## src/rtl/aes_key_expand.sv

```systemverilog
// AES-128 key schedule: emits round keys 0..10 over a valid/ready handshake.
// Optional stored-key read port enabled by AES_KEY_EXPAND_STORE_EN.

// Four AES S-boxes, computed as GF(2^8) inverse followed by the affine map.
module aes_sbox_word (
    input  logic [31:0] din,
    output logic [31:0] dout
);
    function automatic logic [7:0] gf_mul(input logic [7:0] a, input logic [7:0] b);
        logic [7:0] p;
        logic [7:0] aa;
        p  = 8'h00;
        aa = a;
        for (int i = 0; i < 8; i++) begin
            if (b[i]) p = p ^ aa;
            aa = {aa[6:0], 1'b0} ^ (aa[7] ? 8'h1b : 8'h00);
        end
        return p;
    endfunction

    function automatic logic [7:0] sbox(input logic [7:0] x);
        logic [7:0] x2, x3, x12, x15, x240, inv;
        x2   = gf_mul(x, x);
        x3   = gf_mul(x2, x);
        x12  = gf_mul(gf_mul(x3, x3), gf_mul(x3, x3));
        x15  = gf_mul(x12, x3);
        x240 = gf_mul(x15, x15);
        x240 = gf_mul(x240, x240);
        x240 = gf_mul(x240, x240);
        x240 = gf_mul(x240, x240);
        // x^254 is the multiplicative inverse, and maps 0 to 0
        inv  = gf_mul(gf_mul(x240, x12), x2);
        return inv ^ {inv[6:0], inv[7]} ^ {inv[5:0], inv[7:6]}
                   ^ {inv[4:0], inv[7:5]} ^ {inv[3:0], inv[7:4]} ^ 8'h63;
    endfunction

    always_comb begin
        for (int i = 0; i < 4; i++) begin
            dout[i*8 +: 8] = sbox(din[i*8 +: 8]);
        end
    end
endmodule

module aes_key_expand (
    input  logic         clk,
    input  logic         rst_n,
    input  logic         start,
    input  logic [127:0] key_in,
    input  logic         rk_ready,
    output logic [127:0] round_key,
    output logic [3:0]   round_num,
    output logic         rk_valid,
    output logic         busy,
    output logic         done,
    input  logic [3:0]   rd_idx,
    output logic [127:0] rd_key
);
    localparam int unsigned KEY_W    = 128;
    localparam int unsigned RND_W    = 4;
    localparam int unsigned NUM_KEYS = 11;
    localparam logic [RND_W-1:0] LAST_RND = RND_W'(NUM_KEYS - 1);

    typedef enum logic {IDLE, EMIT} state_t;

    state_t           state_q, state_d;
    logic [KEY_W-1:0] key_d;
    logic [RND_W-1:0] rnd_d;
    logic [7:0]       rcon_q, rcon_d;
    logic             valid_d, busy_d, done_d;
    logic [31:0]      sub_word, t_word;
    logic [31:0]      w0n, w1n, w2n, w3n;

    // Next round key from the current one
    aes_sbox_word u_sbox (
        .din  ({round_key[23:0], round_key[31:24]}),
        .dout (sub_word)
    );

    assign t_word = sub_word ^ {rcon_q, 24'h000000};
    assign w0n    = round_key[127:96] ^ t_word;
    assign w1n    = round_key[95:64]  ^ w0n;
    assign w2n    = round_key[63:32]  ^ w1n;
    assign w3n    = round_key[31:0]   ^ w2n;

    always_comb begin
        state_d = state_q;
        key_d   = round_key;
        rnd_d   = round_num;
        rcon_d  = rcon_q;
        valid_d = rk_valid;
        busy_d  = busy;
        done_d  = 1'b0;
        case (state_q)
            IDLE: begin
                if (start) begin
                    state_d = EMIT;
                    key_d   = key_in;
                    rnd_d   = '0;
                    rcon_d  = 8'h01;
                    valid_d = 1'b1;
                    busy_d  = 1'b1;
                end
            end
            EMIT: begin
                if (rk_ready) begin
                    if (round_num == LAST_RND) begin
                        state_d = IDLE;
                        valid_d = 1'b0;
                        busy_d  = 1'b0;
                        done_d  = 1'b1;
                    end else begin
                        key_d  = {w0n, w1n, w2n, w3n};
                        rnd_d  = round_num + RND_W'(1);
                        rcon_d = {rcon_q[6:0], 1'b0} ^ (rcon_q[7] ? 8'h1b : 8'h00);
                    end
                end
            end
            default: state_d = IDLE;
        endcase
    end

    always_ff @(posedge clk or negedge rst_n) begin
        if (!rst_n) begin
            state_q   <= IDLE;
            round_key <= '0;
            round_num <= '0;
            rcon_q    <= 8'h01;
            rk_valid  <= 1'b0;
            busy      <= 1'b0;
            done      <= 1'b0;
        end else begin
            state_q   <= state_d;
            round_key <= key_d;
            round_num <= rnd_d;
            rcon_q    <= rcon_d;
            rk_valid  <= valid_d;
            busy      <= busy_d;
            done      <= done_d;
        end
    end

`ifdef AES_KEY_EXPAND_STORE_EN
    logic [KEY_W-1:0] store_q [NUM_KEYS];

    // Rewriting the same entry while stalled is harmless
    always_ff @(posedge clk or negedge rst_n) begin
        if (!rst_n) begin
            for (int i = 0; i < int'(NUM_KEYS); i++) store_q[i] <= '0;
        end else if (rk_valid) begin
            store_q[round_num] <= round_key;
        end
    end

    assign rd_key = (rd_idx > LAST_RND) ? '0 : store_q[rd_idx];
`else
    logic unused_rd_idx;
    assign unused_rd_idx = ^rd_idx;
    assign rd_key        = '0;
`endif
endmodule
```

## config.mk

```make
export PLATFORM = sky130hd
export DESIGN_NAME = aes_key_expand
export DESIGN_NICKNAME = d
export VERILOG_FILES = /design/src/rtl/aes_key_expand.sv
export SDC_FILE = /design/constraint.sdc
export NUM_CORES = 2
export LEC_CHECK = 0
export CAP_MARGIN = 25
export CORE_AREA = 8 8 408 410
export CTS_BUF_LIST = sky130_fd_sc_hd__clkbuf_2 sky130_fd_sc_hd__clkbuf_4 sky130_fd_sc_hd__clkbuf_8
export CTS_CLUSTER_DIAMETER = 40
export DETAILED_ROUTE_END_ITERATION = 8
export DIE_AREA = 0 0 416 418
export GPL_ROUTABILITY_DRIVEN = 1
export SETUP_SLACK_MARGIN = 0.02
export SLEW_MARGIN = 20
export SYNTH_ARGS = -nofsm -noshare
export SYNTH_HDL_FRONTEND = slang
export SYNTH_SLANG_ARGS = --single-unit
```

## constraint.sdc

```tcl
create_clock -name clk -period 41.9 [get_ports clk]
set_input_delay 8.38 -clock clk [delete_from_list [all_inputs] [get_ports clk]]
set_output_delay 8.38 -clock clk [all_outputs]
set_load 0.02 [all_outputs]
```

== After elaboration in Yosys (flattened, before gate mapping) ==
Cells that the tools add are included.

* Register bits after elaboration: 143
* Input port bits: 136
* Output and inout bits: 263
* Logic and storage cells: 1341

* $add $sub $neg: 1
* Equality and inequality tests: 5
* Mux-type cells: 684
* Bitwise gates (word level): 643
* Reduce and logical (&&, ||, !) cells: 2

{| class="wikitable"
|+ Operators with widths
! cell !! number
|-
| $xor 8x8->8 || 631
|-
| $mux 8 || 355
|-
| $mux 5 || 309
|-
| $mux 128 || 3
|-
| $pmux 128 s2 || 1
|-
| $xor 32x32->32 || 5
|-
| $not 4->4 || 4
|-
| $pmux 8 s2 || 1
|-
| $xor 8x5->8 || 2
|-
| $mux 4 || 3
|-
| $mux 1 || 9
|-
| $pmux 4 s2 || 1
|-
| $ne 2x2->1 const B || 3
|-
| $reduce_and 3->1 || 2
|-
| $add 4x1->4 const B || 1
|-
| $eq 4x4->1 const B || 1
|-
| $pmux 1 s2 || 2
|-
| $ne 2x1->1 const B || 1
|-
| $not 1->1 || 1
|}

== Logic depth before layout (Yosys ltp) ==
* Depth after elaboration: 189
* Mapped depth: 85
* Mapped depth without buffers: 73

== By module ==
From an unflattened synthesis, not the netlist that was laid out.

* Cells, all modules: 6907
* Area, all modules: 55683.4 um2

{| class="wikitable"
|+ Modules (own cells, without submodules)
! module !! instances !! cells an instance !! area each (um2) !! seq. area each (um2)
|-
| aes_sbox_word || 1 || 5842 || 45483.6 || 0.0
|-
| aes_key_expand || 1 || 1065 || 10199.8 || 3579.7
|}

== Worst setup path after synthesis ==
OpenSTA, ideal clock, no wires.

* Kind: reg-to-reg
* Start point: reg round_key[16]
* End point: reg round_key[28]
* Library setup time: 0.099 ns
* Arrival time: 19.628 ns
* Data required time: 41.801 ns
* Setup slack: 22.173 ns
* Stages on the path, launching flop included: 82
* Path buffers: 11
* Period minus slack after synthesis: 19.727 ns
* Cell sequence: dfrtp_1 -> ha_1 -> buf_4 -> xor2_1 -> mux2_2 -> xor2_2 -> xor2_4 -> xnor2_1 -> or4_1 -> o211ai_1 -> xnor2_2 -> xor2_1 -> inv_1 -> buf_4 -> clkbuf_1 -> ha_1 -> buf_1 -> nand2_1 -> (+46 left out) -> xnor3_1 -> xnor3_1 -> nor2_1 -> o22ai_1 -> xnor2_1 -> xnor2_1 -> xnor3_2 -> xnor3_1 -> xnor3_1 -> nand2_1 -> xnor3_1 -> xnor3_2 -> xnor2_4 -> xnor3_2 -> xnor2_2 -> xor2_1 -> a211oi_1 -> a311oi_1

* Longest elaborated chain between the ends: 181
* Elaborated cells between the ends (all ways): 324
* Classes of those cells: mux (161); bitwise (163)

{| class="wikitable"
|+ Ends and longest elaborated chain
! item !! RTL line !! source
|-
| start: declaration || 50 || <nowiki>output logic [127:0] round_key,</nowiki>
|-
| start signal: assignment || 133 || <nowiki>round_key <= key_d;</nowiki>
|-
| $mux 8 || 15 || <nowiki>if (b[i]) p = p ^ aa;</nowiki>
|-
| $xor 8x8->8 || 15 ||
|-
| $mux 8 || 15 ||
|-
| $xor 8x8->8 || 15 ||
|-
| $mux 8 || 15 ||
|-
| $xor 8x8->8 || 15 ||
|-
| $mux 8 || 15 ||
|-
| $xor 8x8->8 || 15 ||
|-
| (+165 left out) || n/a ||
|-
| $xor 32x32->32 * || 79 || <nowiki>assign t_word = sub_word ^ {rcon_q, 24'h000000};</nowiki>
|-
| $xor 32x32->32 * || 80 || <nowiki>assign w0n = round_key[127:96] ^ t_word;</nowiki>
|-
| $xor 32x32->32 * || 81 || <nowiki>assign w1n = round_key[95:64] ^ w0n;</nowiki>
|-
| $xor 32x32->32 * || 82 || <nowiki>assign w2n = round_key[63:32] ^ w1n;</nowiki>
|-
| $xor 32x32->32 * || 83 || <nowiki>assign w3n = round_key[31:0] ^ w2n;</nowiki>
|-
| $mux 128 * || 106 || <nowiki>if (round_num == LAST_RND) begin</nowiki>
|-
| $mux 128 * || 105 || <nowiki>if (rk_ready) begin</nowiki>
|-
| $pmux 128 s2 * || 93 || <nowiki>case (state_q)</nowiki>
|}

Every way passes the cells marked *; elsewhere a longest branch is shown, timed or not. The select of a mux whose other input is x is not followed.
A chain may end at the register's enable or synchronous reset.

== Worst setup path after layout ==
Ends and elaborated chain as after synthesis.

==> out/qor.csv <==
stage,metric,value,unit
routing,DRT Pass-1 Iters,6,
setup_path,Crit. path cell count,74,
setup_path,Critical-path top delay cell,dfrtp_1,
setup_path,"Data required, critical path",42360,ps
timing,final hold violation count,0,
setup_path,Buf/Inv on CP,6,
global_route,met3 Track Usage GR,1.11,%
hold_path,hold path depth,2,
clock_tree,"Gates resized, CTS repair",0,
timing,aggregate negative setup slack,0,ps
clock_tree,clock transition at the registers of the reported paths,110,ps
timing,worst relative slew slack,23.6,%
synth,most frequent cells after synthesis,"xnor2_1 (1193), nor2_1 (688), nand2_1 (624)",
global_route,number of antenna violations at the first check in global routing,5,
synth,Yosys reg bits,143,
hold_path,Hold/Removal Path Class,reg2reg,
setup_path,type of element capturing the critical path,register,
clock_tree,H-Tree Depth,4,
clock_tree,total number of clock tree sinks,143,
global_route,met1 Use GR,22.6,%
synth,ys async rst share,100,%
floorplanning,Core Rows,147,
timing,ratio of final minimum period to clock period,58.1,%
timing,FMAX,41.1,MHz
synth,Synthesis Warnings,0,
floorplanning,initial core utilization,34.9,%
synth,largest family of logic cells by synthesized area,XOR/XNOR gates,
synth,area of the mapped netlist,55700,um^2
synth,Post-Synth XOR/XNOR Area,46.7,%
floorplanning,floorplan core area,160000,um^2
timing,final clock skew,63.9,ps
clock_tree,number of buffers on the longest clock path,2,
clock_tree,total clock buffers created by CTS,17,
clock_tree,clk_lat worst skew,610,ps
global_route,first-pass GRT wire length,261000,um
global_route,global routing usage summed across all routing layers,18.3,%
synth,library cell with the largest summed area after synthesis,xnor2_1,
global_route,"Remaining Overflow, GRT",0,
synth,"Distinct cells, synth",162,
timing,max-slew violation count,0,
layout,fraction of layout cells with a size suffix above 1,10.4,%
synth,most used flip-flop cell after synthesis,dfrtp_1,
floorplanning,height of the die,418,um
timing,post-layout min period,24320,ps
routing,ratio of routed vias to standard cells,5.36,
synth,fraction of synthesized cell area taken by the top area cell type,18.8,%
synth,post-synthesis compound-gate area fraction,15.0,%
global_route,M2 GR Usage,31.5,%
placed_design,routability congestion estimate,0.882,
synth,proportion of synthesized area in mux cells,5.31,%
placed_design,count of input and output buffers,266,
global_route,via count of the first global-routing pass,44600,
synth,simple-gate share of the synthesized area,17.2,%
timing,unrepaired setup endpoints after global routing,no,
routing,DR iter-0 viols,3563,
routing,routed length per placed instance,19.3,um
synth,Mean Syn Cell Area,8.41,um^2
setup_path,startpoint type of the worst setup path,register,
synth,largest cells by area after synthesis,"xnor2_1 (19%), xnor3_1 (12%), dfrtp_1 (6.4%), xor2_1 (6.3%), nor2_1 (4.6%)",
synth,most repeated cell in the gate-level netlist after synthesis,xnor2_1,
setup_path,CP Max Fanout,30,
clock_tree,number of post-CTS setup repair buffers,0,
floorplanning,Total Die Area,174000,um^2
routing,DRC violations left,0,
synth,synthesized-area fraction occupied by adder cells,0.692,%
clock_tree,CTS Hold Bufs,0,
clock_tree,root buffer selected by CTS,clkbuf_8,
routing,number of vias in the routed layout,46800,
synth,share of the yosys chip area belonging to registers,6.43,%
setup_path,Worst Reg-to-Reg Cells,74,
layout,number of nets in the layout,6805,
setup_path,type of the worst setup path,reg2reg,
global_route,largest net degree at the start of global routing,98,
setup_path,Worst EP arrival,24780,ps
synth,number of synthesized flops with an enable pin,0,
clock_tree,CTS tree,built,
layout,Layout Area Growth over Synthesis,6.35,%
status,outcome,completed,
floorplanning,I/O Pins,399,
setup_path,delay of the slowest critical-path stage,870,ps
synth,post-synthesis cell count,6620,
global_route,most used routing layer in global routing,met2,
placed_design,HPWL reported at the end of detailed placement,126000,um
timing,slew at the pin closest to its max-slew limit,1140,ps
setup_path,cell repeated most along the worst path,xnor2_1,
setup_path,kind of cell adding the most delay to the critical path,XOR/XNOR gates,
job,# Max-Cap Violations,0,
routing,Routed Antenna Nets,0,
floorplanning,die width,416,um
routing,total wire length after detailed routing,169000,um
timing,number of failing setup endpoints in the final timing report,0,
[layout make-up]
type                            count  area (um^2)
Fill cell                       16200       100000
Multi-Input combinational cell   5906        48000
Timing Repair Buffer              447         4050
Sequential cell                   143         3580
Tap cell                         2086         2610
Inverter                          124          487
Clock buffer                       17          234
Clock inverter                     15          216
Antenna cell                        5         12.5
[tightest hold or removal path, delay by kind of cell (launching register included)]
family             cells  cell delay [ps]
DFF                    1              400
AOI/OAI and AO/OA      1               40
and+or+nand+nor        1              100
[through the flow]
step	std cells	cell area, um^2	worst slack (ps)	utilization (%)	hold slack [ps]
after floorplan	6747	56200	22170	-	482
after global placement	8691	58600	17150	36.7	504
after detailed placement	8694	58600	17450	36.7	515
after CTS	8726	59100	17340	37.0	531
after global routing	8743	59200	15990	37.1	564
final	8743	59200	17580	37.1	533
[state kept, by name, indices dropped and copies added, names as in the netlist]
register,cells
round_num,4
round_key,128
done,1
state_q,1
rcon_q,8
busy,1
[layout by cell type, fill, tap and decap left out, types with 170 or more instances in the layout]
cell | Yosys | final
clkdlybuf4s50_1 | 0 | 265
o21ai_0 | 254 | 254
nor2_1 | 688 | 688
xnor3_1 | 286 | 286
mux2i_1 | 246 | 246
xor2_1 | 398 | 394
nand3_1 | 170 | 170
a21oi_1 | 310 | 309
nand2_1 | 624 | 624
xnor2_1 | 1193 | 1172
[kinds of logic after synthesis]
logic type | Yosys count
and+or+nand+nor | 2067
adders and majority gates | 31
muxes | 289
AOI/OAI and AO/OA | 1239
DFF | 143
other | 1
xor gates and xnor gates | 2152
buffers and inverters | 698
[routing by layer]
| metal | wire length [um] | part of all wire (%) |
|---|---|---|
| met1 | 69900 | 41 |
| met2 | 81600 | 48 |
| met3 | 6300 | 3.7 |
| met4 | 10800 | 6.4 |
| met5 | 0 | 0 |
[final timing paths]
check | startpoint | end | slack (ps)
max in group asynchronous | rst_n | round_key[62]$_DFFE_PN0P_ | 32560
min in group asynchronous | rst_n | round_key[63]$_DFFE_PN0P_ | 7870
worst max-delay path | round_key[16]$_DFFE_PN0P_ | round_key[28]$_DFFE_PN0P_ | 17580
worst max register to register | round_key[16]$_DFFE_PN0P_ | round_key[28]$_DFFE_PN0P_ | 17580
worst min register to register | rcon_q[0]$_DFFE_PN1P_ | rcon_q[0]$_DFFE_PN1P_ | 530
worst min-delay path | rcon_q[0]$_DFFE_PN1P_ | rcon_q[0]$_DFFE_PN1P_ | 530
Power is left out: the tool's default activity adds up to more than one toggle a clock period on the data nets, which glitch-free logic cannot reach.
